$ cat config.mk
export PLATFORM = sky130hd
export DESIGN_NAME = queue_op_arbiter
export DESIGN_NICKNAME = d
export VERILOG_FILES = /design/src/rtl/queue_op_arbiter.sv
export SDC_FILE = /design/constraint.sdc
export NUM_CORES = 1
export LEC_CHECK = 0
export CELL_PAD_IN_SITES_DETAIL_PLACEMENT = 0
export CELL_PAD_IN_SITES_GLOBAL_PLACEMENT = 1
export CORE_AREA = 2 2 201 203
export DETAILED_ROUTE_END_ITERATION = 12
export DIE_AREA = 0 0 203 205
export GPL_TIMING_DRIVEN = 0
export HOLD_SLACK_MARGIN = 0.06
export MAX_ROUTING_LAYER = met4
export PLACE_DENSITY_LB_ADDON = 0.3
export SYNTH_ARGS = -nofsm -noshare
export SYNTH_HDL_FRONTEND = slang
export SYNTH_SLANG_ARGS = --single-unit
$ cat constraint.sdc
create_clock -name clk -period 4.3 [get_ports clk]
set_input_delay 0.43 -clock clk [delete_from_list [all_inputs] [get_ports clk]]
set_output_delay 0.43 -clock clk [all_outputs]
set_load 0.02 [all_outputs]
$ cat src/rtl/queue_op_arbiter.sv
// Round-robin arbiter sharing the order queue's single operation port
// between NUM_REQ requesters. One operation is kept in flight so that the
// queue's registered error flags line up with the operation that caused them.
//
// state | meaning
// IDLE  | waiting for a request; grants the round-robin winner this cycle
// ISSUE | op_valid to the queue; capture pop data while it is valid
// RESP  | one-cycle response strobe; status taken from the queue's flags
module queue_op_arbiter #(
  parameter int NUM_REQ   = 4,
  parameter int DATA_SIZE = 64,
  parameter int FIFO_SIZE = 64,
  parameter int PTR_WIDTH = $clog2(FIFO_SIZE),
  parameter int ID_WIDTH  = $clog2(NUM_REQ)
) (
  input  logic                           clk,
  input  logic                           reset,
  input  logic [NUM_REQ-1:0]             req_valid,
  output logic [NUM_REQ-1:0]             req_ready,
  input  logic [2*NUM_REQ-1:0]           req_flag,
  input  logic [PTR_WIDTH*NUM_REQ-1:0]   req_index,
  input  logic [DATA_SIZE*NUM_REQ-1:0]   req_data,
  output logic [1:0]                     q_op_flag,
  output logic [PTR_WIDTH-1:0]           q_op_index,
  output logic [DATA_SIZE-1:0]           q_op_data,
  output logic                           q_op_valid,
  input  logic [DATA_SIZE-1:0]           q_pop_data,
  input  logic                           q_empty,
  input  logic                           q_error_reg,
  input  logic                           q_error_rem,
  input  logic                           q_error_time,
  output logic                           rsp_valid,
  output logic [ID_WIDTH-1:0]            rsp_id,
  output logic [1:0]                     rsp_flag,
  output logic [DATA_SIZE-1:0]           rsp_data,
  output logic [1:0]                     rsp_status
);

  typedef enum logic [1:0] {IDLE, ISSUE, RESP} state_t;

  localparam logic [1:0] OP_PUSH   = 2'b00;
  localparam logic [1:0] OP_POP    = 2'b01;

  localparam logic [1:0] ST_OK       = 2'b00;
  localparam logic [1:0] ST_ERR_REG  = 2'b01;
  localparam logic [1:0] ST_ERR_REM  = 2'b10;
  localparam logic [1:0] ST_ERR_TIME = 2'b11;

  localparam logic [ID_WIDTH:0] NUM_REQ_W = (ID_WIDTH+1)'(NUM_REQ);

  state_t                  state_q;
  logic [ID_WIDTH-1:0]     rr_ptr_q, rr_ptr_d;
  logic [ID_WIDTH-1:0]     id_q;
  logic [1:0]              flag_q;
  logic [PTR_WIDTH-1:0]    index_q;
  logic [DATA_SIZE-1:0]    data_q;
  logic [DATA_SIZE-1:0]    rdata_q;
  logic                    reject_q;
  logic                    q_op_valid_q;
  logic                    rsp_valid_q;

  logic [1:0]              flag_arr  [NUM_REQ];
  logic [PTR_WIDTH-1:0]    index_arr [NUM_REQ];
  logic [DATA_SIZE-1:0]    data_arr  [NUM_REQ];

  logic                    any_valid;
  logic                    grant;
  logic [ID_WIDTH-1:0]     winner;
  logic [ID_WIDTH:0]       cand;
  logic [1:0]              status;

  // Unpack the flat per-requester buses into indexable arrays
  always_comb begin
    for (int i = 0; i < NUM_REQ; i++) begin
      flag_arr[i]  = req_flag[2*i +: 2];
      index_arr[i] = req_index[PTR_WIDTH*i +: PTR_WIDTH];
      data_arr[i]  = req_data[DATA_SIZE*i +: DATA_SIZE];
    end
  end

  // Round-robin search: first valid requester at or after rr_ptr, wrapping
  always_comb begin
    any_valid = 1'b0;
    winner    = rr_ptr_q;
    cand      = '0;
    for (int k = 0; k < NUM_REQ; k++) begin
      cand = {1'b0, rr_ptr_q} + (ID_WIDTH+1)'(k);
      if (cand >= NUM_REQ_W) cand = cand - NUM_REQ_W;
      if (!any_valid && req_valid[cand[ID_WIDTH-1:0]]) begin
        any_valid = 1'b1;
        winner    = cand[ID_WIDTH-1:0];
      end
    end
    if ({1'b0, winner} == NUM_REQ_W - (ID_WIDTH+1)'(1)) rr_ptr_d = '0;
    else                                                 rr_ptr_d = winner + ID_WIDTH'(1);
  end

  // Grant is a same-cycle strobe; held low while reset is asserted
  always_comb begin
    grant     = (state_q == IDLE) && any_valid && !reset;
    req_ready = grant ? (NUM_REQ'(1) << winner) : '0;
  end

  // Sequencer: issue register, round-robin pointer and registered strobes
  always_ff @(posedge clk or posedge reset) begin
    if (reset) begin
      state_q      <= IDLE;
      rr_ptr_q     <= '0;
      id_q         <= '0;
      flag_q       <= '0;
      index_q      <= '0;
      data_q       <= '0;
      rdata_q      <= '0;
      reject_q     <= 1'b0;
      q_op_valid_q <= 1'b0;
      rsp_valid_q  <= 1'b0;
    end else begin
      case (state_q)
        IDLE: begin
          if (any_valid) begin
            id_q     <= winner;
            flag_q   <= flag_arr[winner];
            index_q  <= index_arr[winner];
            data_q   <= data_arr[winner];
            rdata_q  <= '0;
            rr_ptr_q <= rr_ptr_d;
            if (flag_arr[winner] == OP_POP && q_empty) begin
              reject_q    <= 1'b1;
              rsp_valid_q <= 1'b1;
              state_q     <= RESP;
            end else begin
              reject_q     <= 1'b0;
              q_op_valid_q <= 1'b1;
              state_q      <= ISSUE;
            end
          end
        end
        ISSUE: begin
          if (flag_q == OP_POP) rdata_q <= q_pop_data;
          q_op_valid_q <= 1'b0;
          rsp_valid_q  <= 1'b1;
          state_q      <= RESP;
        end
        RESP: begin
          rsp_valid_q <= 1'b0;
          state_q     <= IDLE;
        end
        default: state_q <= IDLE;
      endcase
    end
  end

  // Status comes from the queue's flags as they stand one clock after the op
  always_comb begin
    status = ST_OK;
    if (reject_q) begin
      status = ST_ERR_REG;
    end else begin
      case (flag_q)
        OP_PUSH: if (q_error_reg)  status = ST_ERR_REG;
        OP_POP:  if (q_error_time) status = ST_ERR_TIME;
        default: if (q_error_rem)  status = ST_ERR_REM;
      endcase
    end
  end

  assign q_op_flag  = flag_q;
  assign q_op_index = index_q;
  assign q_op_data  = data_q;
  assign q_op_valid = q_op_valid_q;
  assign rsp_valid  = rsp_valid_q;
  assign rsp_id     = id_q;
  assign rsp_flag   = flag_q;
  assign rsp_status = rsp_valid_q ? status : ST_OK;
  assign rsp_data   = (rsp_valid_q && flag_q == OP_POP && status == ST_OK) ? rdata_q : '0;

endmodule

== Word-level counts from Yosys, hierarchy flattened ==
Cells that the tools add are included.
Storage, ports and cells
  register bits after elaboration: 145
  bits of input ports: 362
  output and inout port bits: 148
Operators by class
  $add $sub $neg: 8
  $lt $le $gt $ge: 9
  equal/unequal tests: 9
  shifts and indexed selects: 1
  mux-type cells: 51
  bitwise logic cells: 1
  reduce and logical (&&, ||, !) cells: 21
Operators with widths (count)
  64-bit two-way mux: 5
  64-bit binary-select mux with 2-bit select: 1
  64-bit case mux with 2 select lines: 1
  2-bit two-way mux: 17
  1-bit two-way mux: 14
  6-bit binary-select mux with 2-bit select: 1
  3-bit greater-or-equal comparator, second input constant: 4
  2-bit by 3-bit less-than comparator with 1-bit output, second input constant: 4
  6-bit two-way mux: 2
  3-bit AND reduction: 3
  1-bit binary-select mux with 2-bit select: 4
  1-bit logical AND: 8
  2-bit case mux with 2 select lines: 2
  2-bit by 1-bit subtractor with 2-bit output, second input constant: 4
  2-bit by 2-bit adder with 3-bit output, second input constant: 2
  2-bit by 1-bit == test with 1-bit output, second input constant: 3
  2-bit logical NOT: 3
  2-bit != test, second input constant: 3
  2-bit binary-select mux with 2-bit select: 1
  2-bit == test, second input constant: 2
  1-bit logical NOT: 4
  4-bit two-way mux: 1
  1-bit by 2-bit << shifter with 4-bit output, first input constant: 1
  2-bit by 1-bit adder with 3-bit output, second input constant: 1
  other kinds (9): 9

== Logic depth before layout (Yosys ltp) ==
  word-level depth: 23
  depth in mapped cells: 9
  depth with buffers taken out: 7

== Least setup slack after synthesis ==
No wires, ideal clock.
  kind: input to output
  from: in reset
  to: out req_ready[1]
  arrival time: 4.090 ns
  data required time: 3.870 ns
  path slack: -0.220 ns
  stages on the path: 2
  path through: inv_1 and3_1
Between the ends
  cells in the longest elaborated chain, start to end: 3
RTL lines
  from (decl): line 17  | input logic reset,
  1-bit logical NOT (no source line)
  1-bit logical AND: line 100  | grant = (state_q == IDLE) && any_valid && !reset;
  4-bit two-way mux: line 101  | req_ready = grant ? (NUM_REQ'(1) << winner) : '0;
  to (decl): line 19  | output logic [NUM_REQ-1:0] req_ready,
No other way between the ends.

== Worst setup path in the final report ==
  from: in req_valid[3]
  to: out req_ready[2]
Between the ends
  cells in the longest elaborated chain, start to end: 15
  elaborated cells between the ends (all ways): 26
RTL lines
  from (decl): line 18  | input logic [NUM_REQ-1:0] req_valid,
  1-bit binary-select mux with 2-bit select: line 89  | if (!any_valid && req_valid[cand[ID_WIDTH-1:0]]) begin
  1-bit two-way mux (implied by the code): line 89
  1-bit two-way mux: line 89
  1-bit logical NOT: line 89
  1-bit logical AND: line 89
  1-bit two-way mux: line 89
  1-bit logical NOT: line 89
  1-bit logical AND: line 89
  1-bit two-way mux: line 89
  1-bit logical NOT: line 89
  1-bit logical AND: line 89
  1-bit two-way mux: line 89
  1-bit logical AND (2 in a row): line 100
  4-bit two-way mux *: line 101
Every way passes the cells marked *; elsewhere a longest branch is shown, timed or not. The select of a mux whose other input is x is not followed.

==> results <==
state kept, by name, summed over array words and instances (netlist names):
| signal | flops |
|---|---|
| reject_q | 1 |
| rr_ptr_q | 2 |
| q_op_valid | 1 |
| q_op_flag | 2 |
| rdata_q | 64 |
| q_op_data | 64 |
| rsp_valid | 1 |
| state_q | 2 |
| q_op_index | 6 |
| rsp_id | 2 |
power by group through the flow:
stage	Sequential, mW	Combinational, mW	Clock, mW
2_1_floorplan	2.75	2.79	0
3_3_place_gp	2.37	5.51	0
3_5_place_dp	2.39	5.55	0
4_1_cts	2.37	5.56	1.67
5_1_grt	2.45	5.91	1.72
6_report	2.36	5.41	1.60
final timing paths:
check / startpoint / end / cells after the start
max: req_valid[3] / req_ready[2] / 10
min in group clk: rdata_q[58]$_DFFE_PP0P_ / rdata_q[58]$_DFFE_PP0P_ / 2
min reg2reg: rdata_q[58]$_DFFE_PP0P_ / rdata_q[58]$_DFFE_PP0P_ / 2
max in group asynchronous: reset / rdata_q[25]$_DFFE_PP0P_ / 4
min: reset / q_op_data[19]$_DFFE_PP0P_ / 2
max reg2reg: state_q[1]$_DFFE_PP0P_ / rdata_q[51]$_DFFE_PP0P_ / 8
per-layer routing:
layer | part of all wire | vias to the layer above | global-route usage
li1 | - | 4157 | -
met1 | 0.40 | 4001 | 0.210
met2 | 0.51 | 322 | 0.320
met3 | 0.075 | 22 | 0.0538
met4 | 0.0081 | 0 | 0.0373
met5 | 0 | - | -
worst max-delay path, cell delays in order:
cell and delay (ns):
clkdlybuf4s50_1 0.52, a21boi_0 0.30, o21bai_1 0.14, nand3_1 0.09
buf_4 0.21, buf_6 0.23, buf_2 0.37, ha_1 0.20
and3_1 0.14, clkdlybuf4s50_1 0.62
final cells by class:
class | instances | area [um2] | share of cell area
well taps | 525 | 657 | 0.0435
clock inverters | 14 | 178 | 0.0118
plain buffers | 69 | 344 | 0.0228
repair buffers | 513 | 5170 | 0.343
clock buffers | 18 | 439 | 0.0291
multi-input cells | 683 | 4650 | 0.308
inverters | 8 | 33.8 | 0.00224
flip-flops and latches | 145 | 3630 | 0.240
cells in the final DEF (no fill, tap or decap), types with 14 or more instances in the layout:
| cell | count |
|---|---|
| mux2_4 | 36 |
| dfrtp_1 | 145 |
| clkdlybuf4s50_1 | 509 |
| mux2_2 | 35 |
| clkbuf_16 | 17 |
| o21ai_0 | 41 |
| buf_2 | 14 |
| clkbuf_1 | 42 |
| and2_1 | 65 |
| o21ai_1 | 37 |
| nand3_1 | 67 |
| nand2_1 | 209 |
| mux2i_1 | 140 |
per-stage QoR:
stage          instance area, um2  setup slack, ns  utilization  setup TNS (ns)
3_3_place_gp                14400            -1.82        0.366           -6.99
3_5_place_dp                14500            0.251        0.368               0
4_1_cts                     15100            0.530        0.384               0
6_report                    15100            0.600        0.384               0
5_1_grt                     15100            0.358        0.384               0
2_1_floorplan                8650            0.664            -               0
logic make-up (layout without fill, tap and decap cells):
kind of cell,count (synthesis),in the layout,share of synthesized area
compound gates,101,101,0.0663
fa+ha+maj,4,4,0.00579
buf+inv,77,622,0.0433
flops,145,145,0.420
mux,211,211,0.270
simple gates,367,367,0.195
==> impl_results.md <==
* Cell Area, Synth at 8640 um2
* Most common cell in the netlist: nand2_1
* Tot GR Track Use at 0.184
* First-pass GRT wire length at 54700 um
* Ys flop type: dfrtp_1
* Syn avg cell area at 9.55 um2
* Die Span X at 203 um
* Synth cell count leaders: nand2_1 (209), dfrtp_1 (145), mux2i_1 (140)
* 1st-pass router iterations at 4
* # fillers at 4070
* Setup bufs post-CTS at 0
* CORE AREA at 39400 um2
* CTS tree: done
* Area Overhead vs Synth at 74.7%
* Routed via count at 8502
* DR WL/cell at 19.2 um
* Cell variety after synth at 44
* ANT nets after route at 0
* Drt total wl at 37900 um
* Post-layout nets at 1803
* Fraction of registers with async set/reset at 1.00
* Non-Filler Instances at 1975
* Number of synthesized register bits at 145
* Pin count of the biggest net entering global routing at 38
* Share of cells above drive strength 1 at 0.0993
* Max-cap violations at 0
* PwrDens at 621 nW/um2
* Clk pwr share at 0.171
* Post-CTS Hold Fix Bufs at 0
* Yosys Warn Count at 0
* Final setup fails at 0
* Root buffer cell: clkbuf_16
* Vias in the first global route at 8710
* Post-synth EDFFs at 0
* Deepest clock path buffer count at 2
* Flop pwr share at 0.252
* RePlAce Congestion at 0.845
* CP Capture Type: output pin
* CP max FO at 11
* Worst Tran Pin Value at 1.14 ns
* Type of the most critical hold path: in2async
* Inst Count DP at 1943
* RSZ-0062 raised after global routing: no
* Post-cts resize count at 0
* Drt drc at 0
* DP Wirelength at 30500 um
* Post-synthesis sequential area ratio at 0.420
* Ant diodes at 0
* Num Clock Sinks at 145
* Clock-pin transition on the worst setup and hold timing paths at 0.07 ns
* CTS Buf Count at 17
* Syn_nets at 1271
* P_leak at 6.77 nW
* Iteration-0 DRC Markers at 301
* Pint at 5.35 mW
* Rows at 73
* Port bufs at 509
* Die H at 205 um
* Die footprint at 41600 um2
* Final clock skew at 0.0106 ns
* Top-area cell type share of the netlist area at 0.420
* CP arrival at 3.27 ns
* Combinational group share of total power at 0.577
* Ranking of synthesized cells by area: dfrtp_1 (42%), mux2i_1 (16%), nand2_1 (9.1%)
* Hold Vio Cnt, Final at 0
* Min Hold Slack at 0.352 ns
* Grt ovf at 0
* Switching share of power at 0.430
* Final slew viol count at 0
* Final Cycle Share at 0.860
* Htree depth at 4
* NetSw at 4.03 mW
* WS Path Type: in2out
* Initial Util at 0.220
* Mapped Cells at 905
* Status: completed
* CP required at 3.87 ns
* Cell taking the most area after synthesis: dfrtp_1
* Reg-to-reg setup timing slack at 1.24 ns
* Post-layout min period at 3.70 ns
* Relative slew slack at 0.239
* Max frequency at 270 MHz
* Startpoint Class: primary input
* Initial antenna violation count at 0
* Vias/cell at 4.30
* Max VDD drop at 210 uV
* Ports at 510
* Total power at 9.38 mW
* Clk Latency, worst-skew pair at 0.45 ns
Note: power is estimated with default switching activity, not from simulation.
